[config.mk]
export PLATFORM = sky130hd
export DESIGN_NAME = pc_stat_ctrl_flat
export DESIGN_NICKNAME = d
export VERILOG_FILES = /design/src/rtl/pc_stat_ctrl_pkg.sv /design/src/rtl/pc_stat_ctrl_if.sv /design/src/rtl/perf_counter.sv /design/src/rtl/pc_stat_ctrl.sv /design/src/flat_wrapper.sv
export SDC_FILE = /design/constraint.sdc
export NUM_CORES = 1
export LEC_CHECK = 0
export CORE_MARGIN = 4
export CORE_UTILIZATION = 44
export DETAILED_ROUTE_END_ITERATION = 10
export PLACE_DENSITY_LB_ADDON = 0.15
export SYNTH_ARGS = -nofsm -noshare
export SYNTH_HDL_FRONTEND = slang
export SYNTH_SLANG_ARGS = --single-unit
[constraint.sdc]
create_clock -name clk -period 2.6 [get_ports clk]
set_input_delay 0.26 -clock clk [delete_from_list [all_inputs] [get_ports clk]]
set_output_delay 0.26 -clock clk [all_outputs]
set_load 0.01 [all_outputs]
[src/rtl/pc_stat_ctrl_pkg.sv]
// Shared definitions for the fetch, execute and control stages: machine status
// codes, controller state encoding, instruction codes and the fault-priority
// helper.
package pc_stat_ctrl_pkg;

  typedef enum logic [2:0] {
    STAT_AOK = 3'd1,
    STAT_HLT = 3'd2,
    STAT_ADR = 3'd3,
    STAT_INS = 3'd4
  } stat_e;

  typedef enum logic [1:0] {
    ST_IDLE = 2'd0,
    ST_RUN  = 2'd1,
    ST_STOP = 2'd2
  } state_e;

  localparam logic [3:0] ICODE_HALT   = 4'h0;
  localparam logic [3:0] ICODE_NOP    = 4'h1;
  localparam logic [3:0] ICODE_RRMOVQ = 4'h2;
  localparam logic [3:0] ICODE_IRMOVQ = 4'h3;
  localparam logic [3:0] ICODE_RMMOVQ = 4'h4;
  localparam logic [3:0] ICODE_MRMOVQ = 4'h5;
  localparam logic [3:0] ICODE_OPQ    = 4'h6;
  localparam logic [3:0] ICODE_JXX    = 4'h7;
  localparam logic [3:0] ICODE_CALL   = 4'h8;
  localparam logic [3:0] ICODE_RET    = 4'h9;
  localparam logic [3:0] ICODE_PUSHQ  = 4'hA;
  localparam logic [3:0] ICODE_POPQ   = 4'hB;

  // Fixed fault priority: fetch address error beats an invalid instruction,
  // which beats a data address error, which beats a normal halt.
  function automatic stat_e fault_stat(input logic imem_error,
                                       input logic instr_valid,
                                       input logic dmem_error,
                                       input logic halt);
    if (imem_error)        return STAT_ADR;
    else if (!instr_valid) return STAT_INS;
    else if (dmem_error)   return STAT_ADR;
    else if (halt)         return STAT_HLT;
    else                   return STAT_AOK;
  endfunction

endpackage

[src/rtl/pc_stat_ctrl_if.sv]
// Control/status bundle between the PC/status controller and the rest of the
// pipeline. The slave side is the controller; the master side drives it.
interface pc_stat_ctrl_if #(
  parameter int unsigned N  = 64,
  parameter int unsigned CW = 32
);
  logic          start;
  logic          step_mode;
  logic          step;
  logic [N-1:0]  PC_new;
  logic          halt;
  logic          instr_valid;
  logic          imem_error;
  logic          dmem_error;
  logic [N-1:0]  PC;
  logic [2:0]    stat;
  logic          commit_en;
  logic          running;
  logic [CW-1:0] cycle_count;
  logic [CW-1:0] instr_count;

  modport master (
    output start, step_mode, step, PC_new, halt, instr_valid, imem_error, dmem_error,
    input  PC, stat, commit_en, running, cycle_count, instr_count
  );

  modport slave (
    input  start, step_mode, step, PC_new, halt, instr_valid, imem_error, dmem_error,
    output PC, stat, commit_en, running, cycle_count, instr_count
  );
endinterface

[src/rtl/perf_counter.sv]
// Free-running event counter: counts enabled cycles, wraps modulo 2^CW,
// cleared asynchronously by rst_n.
module perf_counter #(
  parameter int unsigned CW = 32
) (
  input  logic          clk,
  input  logic          rst_n,
  input  logic          en_i,
  output logic [CW-1:0] count_o
);

  logic [CW-1:0] count_q;

  // Count enabled edges; natural overflow provides the wrap.
  always_ff @(posedge clk or negedge rst_n) begin
    if (!rst_n) begin
      count_q <= '0;
    end else if (en_i) begin
      // NOTE: sequential state uses non-blocking assignment so every flop
      // samples pre-edge values regardless of block ordering.
      count_q <= count_q + CW'(1);
    end
  end

  assign count_o = count_q;

endmodule

[src/rtl/pc_stat_ctrl.sv]
// PC register, machine status and run/step/stop control. Decides each cycle
// whether the current instruction commits, stalls (single-step) or faults.
module pc_stat_ctrl
  import pc_stat_ctrl_pkg::*;
#(
  parameter int unsigned   N        = 64,
  parameter logic [N-1:0]  RESET_PC = N'(64'd1),
  parameter int unsigned   CW       = 32
) (
  input logic           clk,
  input logic           rst_n,
  pc_stat_ctrl_if.slave bus
);

  state_e       state_q;
  logic [N-1:0] pc_q;
  stat_e        stat_q;
  logic         running_q;

  stat_e        fault_code_d;
  logic         fault_d;
  logic         commit_en_d;
  logic         cycle_en_d;

  // Fault classification and commit gate for the instruction at the current PC.
  always_comb begin
    fault_code_d = fault_stat(bus.imem_error, bus.instr_valid, bus.dmem_error, bus.halt);
    fault_d      = (state_q == ST_RUN) && (fault_code_d != STAT_AOK);
    commit_en_d  = (state_q == ST_RUN) && !fault_d && (!bus.step_mode || bus.step);
    cycle_en_d   = (state_q == ST_RUN);
  end

  // Controller FSM with PC, status and running flag as registered outputs.
  always_ff @(posedge clk or negedge rst_n) begin
    if (!rst_n) begin
      state_q   <= ST_IDLE;
      pc_q      <= RESET_PC;
      stat_q    <= STAT_AOK;
      running_q <= 1'b0;
    end else begin
      unique case (state_q)
        ST_IDLE: begin
          if (bus.start) begin
            state_q   <= ST_RUN;
            running_q <= 1'b1;
          end
        end
        ST_RUN: begin
          if (fault_d) begin
            // PC keeps the faulting instruction's address for post-mortem.
            state_q   <= ST_STOP;
            stat_q    <= fault_code_d;
            running_q <= 1'b0;
          end else if (commit_en_d) begin
            pc_q <= bus.PC_new;
          end
        end
        ST_STOP: begin
          // Sticky until reset.
        end
        default: begin
          state_q   <= ST_IDLE;
          running_q <= 1'b0;
        end
      endcase
    end
  end

  perf_counter #(.CW(CW)) u_cycle_cnt (
    .clk     (clk),
    .rst_n   (rst_n),
    .en_i    (cycle_en_d),
    .count_o (bus.cycle_count)
  );

  perf_counter #(.CW(CW)) u_instr_cnt (
    .clk     (clk),
    .rst_n   (rst_n),
    .en_i    (commit_en_d),
    .count_o (bus.instr_count)
  );

  assign bus.PC        = pc_q;
  assign bus.stat      = stat_q;
  assign bus.commit_en = commit_en_d;
  assign bus.running   = running_q;

endmodule

[src/flat_wrapper.sv]
// flat-port wrapper written by rule: the top's interface ports become plain ports
module pc_stat_ctrl_flat import pc_stat_ctrl_pkg::*;
#(
  parameter int unsigned   N        = 64,
  parameter logic [N-1:0]  RESET_PC = N'(64'd1),
  parameter int unsigned   CW       = 32
)
  (clk, rst_n, bus_start, bus_step_mode, bus_step, bus_PC_new, bus_halt, bus_instr_valid, bus_imem_error, bus_dmem_error, bus_PC, bus_stat, bus_commit_en, bus_running, bus_cycle_count, bus_instr_count);
  pc_stat_ctrl_if #(.N(N), .CW(CW)) bus_i ();
  input logic clk;
  input logic rst_n;
  input wire logic [$bits(bus_i.start)-1:0] bus_start;
  input wire logic [$bits(bus_i.step_mode)-1:0] bus_step_mode;
  input wire logic [$bits(bus_i.step)-1:0] bus_step;
  input wire logic [$bits(bus_i.PC_new)-1:0] bus_PC_new;
  input wire logic [$bits(bus_i.halt)-1:0] bus_halt;
  input wire logic [$bits(bus_i.instr_valid)-1:0] bus_instr_valid;
  input wire logic [$bits(bus_i.imem_error)-1:0] bus_imem_error;
  input wire logic [$bits(bus_i.dmem_error)-1:0] bus_dmem_error;
  output wire logic [$bits(bus_i.PC)-1:0] bus_PC;
  output wire logic [$bits(bus_i.stat)-1:0] bus_stat;
  output wire logic [$bits(bus_i.commit_en)-1:0] bus_commit_en;
  output wire logic [$bits(bus_i.running)-1:0] bus_running;
  output wire logic [$bits(bus_i.cycle_count)-1:0] bus_cycle_count;
  output wire logic [$bits(bus_i.instr_count)-1:0] bus_instr_count;
  assign bus_i.start = bus_start;
  assign bus_i.step_mode = bus_step_mode;
  assign bus_i.step = bus_step;
  assign bus_i.PC_new = bus_PC_new;
  assign bus_i.halt = bus_halt;
  assign bus_i.instr_valid = bus_instr_valid;
  assign bus_i.imem_error = bus_imem_error;
  assign bus_i.dmem_error = bus_dmem_error;
  assign bus_PC = bus_i.PC;
  assign bus_stat = bus_i.stat;
  assign bus_commit_en = bus_i.commit_en;
  assign bus_running = bus_i.running;
  assign bus_cycle_count = bus_i.cycle_count;
  assign bus_instr_count = bus_i.instr_count;
  pc_stat_ctrl #(.N(N), .RESET_PC(RESET_PC), .CW(CW)) u_core (.clk(clk), .rst_n(rst_n), .bus(bus_i));
endmodule
==> out/qor_table.md <==
| Result | Value |
|---|---|
| Remaining global-route overflow | 0 |
| Starting utilization of the core area | 45.2% |
| Total number of vias | 4,605 |
| First-pass DRT Iterations | 5 |
| Type of element launching the critical path | primary input |
| Global-route wire length before repair | 23.2 mm |
| Antenna-violating nets left | 0 |
| Post-synth cell types | 31 |
| Antenna violations before repair | 0 |
| Worst slack at placement | 60.8 ps |
| Insertion delay of the later-clocked pin in the worst-skew pair | 410 ps |
| Residual DRC | 0 |
| GRT Util Overall | 20.4% |
| Placed wire-length estimate | 10.2 mm |
| Relative area change from synthesis to final layout | 53.0% |
| Peak VDD IR | 392 uV |
| Number of synthesis warnings | 0 |
| Pin count of the biggest net entering global routing | 68 |
| Wirelength, routed | 14.4 mm |
| Fmax | 0.427 GHz |
| H-tree depth reported by CTS | 4 |
| I/O pin total | 206 |
| Slew Limit Fails | 0 |
| Worst rel slew slack | 53.5% |
| Power density over cell area | 557 mW/mm2 |
| Most frequent cell after synthesis | sky130_fd_sc_hd__nand2_1 |
| Routability congestion estimate from global placement | 0.809 |
| Design Power | 4.65 mW |
| Clock period minus final worst setup slack | 2340 ps |
| Clock Path Buffers | 2 |
| Wire length per cell | 15.2 um |
| Post-synth ARST share | 100% |
| Count of flip-flops with a built-in enable after synthesis | 0 |
| Number of failing setup endpoints in the final timing report | 0 |
| Cells along the critical path | clkdlybuf4s50_1 > nor4b_2 > nand3_2 > inv_2 > clkdlybuf4s50_1 |
| Worst min-delay path category | primary input to register |
| Combined area of all synthesized cells | 0.00546 mm2 |
| Required time at the worst-slack endpoint | 2340 ps |
| Cell type with the largest total area after synthesis | sky130_fd_sc_hd__dfrtp_1 |
| Hold Vio Cnt, Final | 0 |
| Clk pin slew, worst setup/hold paths | 60 ps |
| TNS Setup | 0 ps |
| Most prevalent standard cell on the critical path | sky130_fd_sc_hd__clkdlybuf4s50_1 |
| Setup repair after global routing missed its margin | no |
| Pin slew with the least headroom to its limit | 697 ps |
| Post-Route Skew | 7.55 ps |
| Cell types occupying the most area after synthesis | sky130_fd_sc_hd__dfrtp_1, sky130_fd_sc_hd__nand2_1, sky130_fd_sc_hd__xnor2_1, sky130_fd_sc_hd__xor2_1, sky130_fd_sc_hd__nand3_1 |
| Register area share after synthesis | 61.1% |
| Fin crit share | 90.0% |
| Number of storage elements in the synthesis netlist | 133 |
| Area of the die | 0.0142 mm2 |
| Net count after synthesis | 623 |
| Crit-path leading delay family | buffers and inverters |
| Slowest cell delay on critical path | 600 ps |
| CTS Root Buffer Type | sky130_fd_sc_hd__clkbuf_16 |
| Number of buffers and inverters on the critical path | 3 |
| Leakage power | 3.95 nW |
| Placement row count | 40 |
| Final nets | 840 |
| Arrival time at the worst endpoint | 2080 ps |
| Proportion of layout cells with a drive suffix above 1 | 6.43% |
| Sink count of the clock tree | 133 |
| Inserted Clock Buffers | 17 |
| Initial drt markers | 293 |
| Crit path max-delay cell type | sky130_fd_sc_hd__clkdlybuf4s50_1 |
| Endpoint kind of the worst setup timing path | output port |
| Worst-path maximum fanout | 4 |
| Standard cell core area | 0.0121 mm2 |
| Via density | 4.87 |
| Worst setup margin | 259 ps |
| Die H | 119 um |
| X dimension of the die | 119 um |
| Number of antenna cells inserted | 0 |
| Most frequent cells after synthesis | sky130_fd_sc_hd__nand2_1, sky130_fd_sc_hd__dfrtp_1, sky130_fd_sc_hd__xnor2_1, sky130_fd_sc_hd__nand3_1, sky130_fd_sc_hd__nor2_1 |
| Number of instances in the synthesized netlist | 548 |
| Status | complete, no violations |
| Most used flip-flop cell after synthesis | sky130_fd_sc_hd__dfrtp_1 |
| Via count of the first global-routing pass | 4,572 |
| Mean area per synthesized cell | 9.95 um2 |
| Number of maximum-capacitance violations | 0 |
| Top cell type's share of synthesized area | 60.1% |
| TritonCTS clock tree | built |
| Final core area utilization | 69.2% |
| Tightest hold margin | 370 ps |
| Critical path start-end classification | primary input to output port |
| Port Buf Inserts | 205 |
through the flow:
step                      std cells  area (um2)
after floorplan                 548        5460
after global placement          913        7730
after detailed placement        913        7730
after CTS                       946        8350
after global routing            946        8350
final                           946        8350
state kept, by name (all words and copies together) (netlist names):
name,count
u_core.state_q,2
u_core.u_cycle_cnt.count_o,32
u_core.u_instr_cnt.count_o,32
u_core.bus.stat,3
u_core.bus.PC,64
power by group:
part           total, mW  switching [mW]  internal [mW]
Clock               2.41           0.839           1.57
Sequential          2.07    0.0000000799           2.07
Combinational      0.162          0.0607          0.102
cell usage in the layout (no fill, tap or decap), types with 2 or more instances in the layout:
cell / netlist / routed
sky130_fd_sc_hd__and3_1: 9 / 9
sky130_fd_sc_hd__and4_1: 6 / 6
sky130_fd_sc_hd__buf_4: 0 / 9
sky130_fd_sc_hd__bufinv_16: 0 / 3
sky130_fd_sc_hd__clkbuf_1: 14 / 2
sky130_fd_sc_hd__clkbuf_16: 0 / 17
sky130_fd_sc_hd__clkbuf_8: 0 / 3
sky130_fd_sc_hd__clkdlybuf4s50_1: 0 / 204
sky130_fd_sc_hd__clkinv_2: 0 / 6
sky130_fd_sc_hd__dfrtp_1: 131 / 131
sky130_fd_sc_hd__dfstp_2: 2 / 2
sky130_fd_sc_hd__ha_1: 2 / 2
sky130_fd_sc_hd__inv_1: 8 / 8
sky130_fd_sc_hd__nand2_1: 224 / 224
sky130_fd_sc_hd__nand2b_1: 3 / 3
sky130_fd_sc_hd__nand3_1: 22 / 21
sky130_fd_sc_hd__nand3_2: 1 / 2
sky130_fd_sc_hd__nand4_1: 17 / 17
sky130_fd_sc_hd__nor2_1: 18 / 18
sky130_fd_sc_hd__nor3_1: 9 / 9
sky130_fd_sc_hd__nor4_2: 2 / 2
sky130_fd_sc_hd__o21ai_0: 3 / 3
sky130_fd_sc_hd__or4b_1: 2 / 2
sky130_fd_sc_hd__xnor2_1: 45 / 45
sky130_fd_sc_hd__xor2_1: 17 / 17
layer usage:
layer  vias up  part of all wire [%]  GRT usage (%)
met5         -                     0              0
met4         0                   1.8           7.73
met3        20                    10           9.12
met2       177                    48           32.2
met1      2212                    40           24.7
li1       2196                     -              -
logic make-up after synthesis:
group,share of synthesized area (%)
AO/OA/AOI/OAI,0.711
XOR/XNOR,9.95
adder cells (fa/ha/maj),0.459
buffers and inverters,1.83
flip-flops,61.1
AND/OR/NAND/NOR,26.0
final timing paths:
path | start | endpoint | slack [ps] | depth (start not counted)
min reg2reg | u_core.u_instr_cnt.count_o[31]$_DFFE_PN0P_ | u_core.u_instr_cnt.count_o[31]$_DFFE_PN0P_ | 460 | 1
max | bus_imem_error | bus_commit_en | 260 | 5
max reg2reg | u_core.u_cycle_cnt.count_o[16]$_DFFE_PN0N_ | u_core.u_cycle_cnt.count_o[29]$_DFFE_PN0N_ | 400 | 5
max in group asynchronous | rst_n | u_core.bus.PC[0]$_DFFE_PN1P_ | 1390 | 3
min | bus_PC_new[0] | u_core.bus.PC[0]$_DFFE_PN1P_ | 370 | 3
min in group asynchronous | rst_n | u_core.u_cycle_cnt.count_o[19]$_DFFE_PN0N_ | 380 | 2
area by class of cell:
cell class              instances  area, um2
clock buffers                  22        474
clock inverters                10        128
fillers                       930       3720
inverters                       9       33.8
multi-input cells             389       2030
flip-flops and latches        133       3330
well taps                     168        210
repair buffers                215       2140
worst min-delay path, delay by kind of cell:
kind / cells / cell delay [ps]
buf+inv: 1 / 400
simple gates: 2 / 120
repair_timing:
item / in CTS / in global routing
buffers inserted: 0 / 0
hold buffers: 1 / 0
hold endpoints to repair: 37 / 0
gates resized for setup: 0 / 0
(Power assumes the default switching activity.)
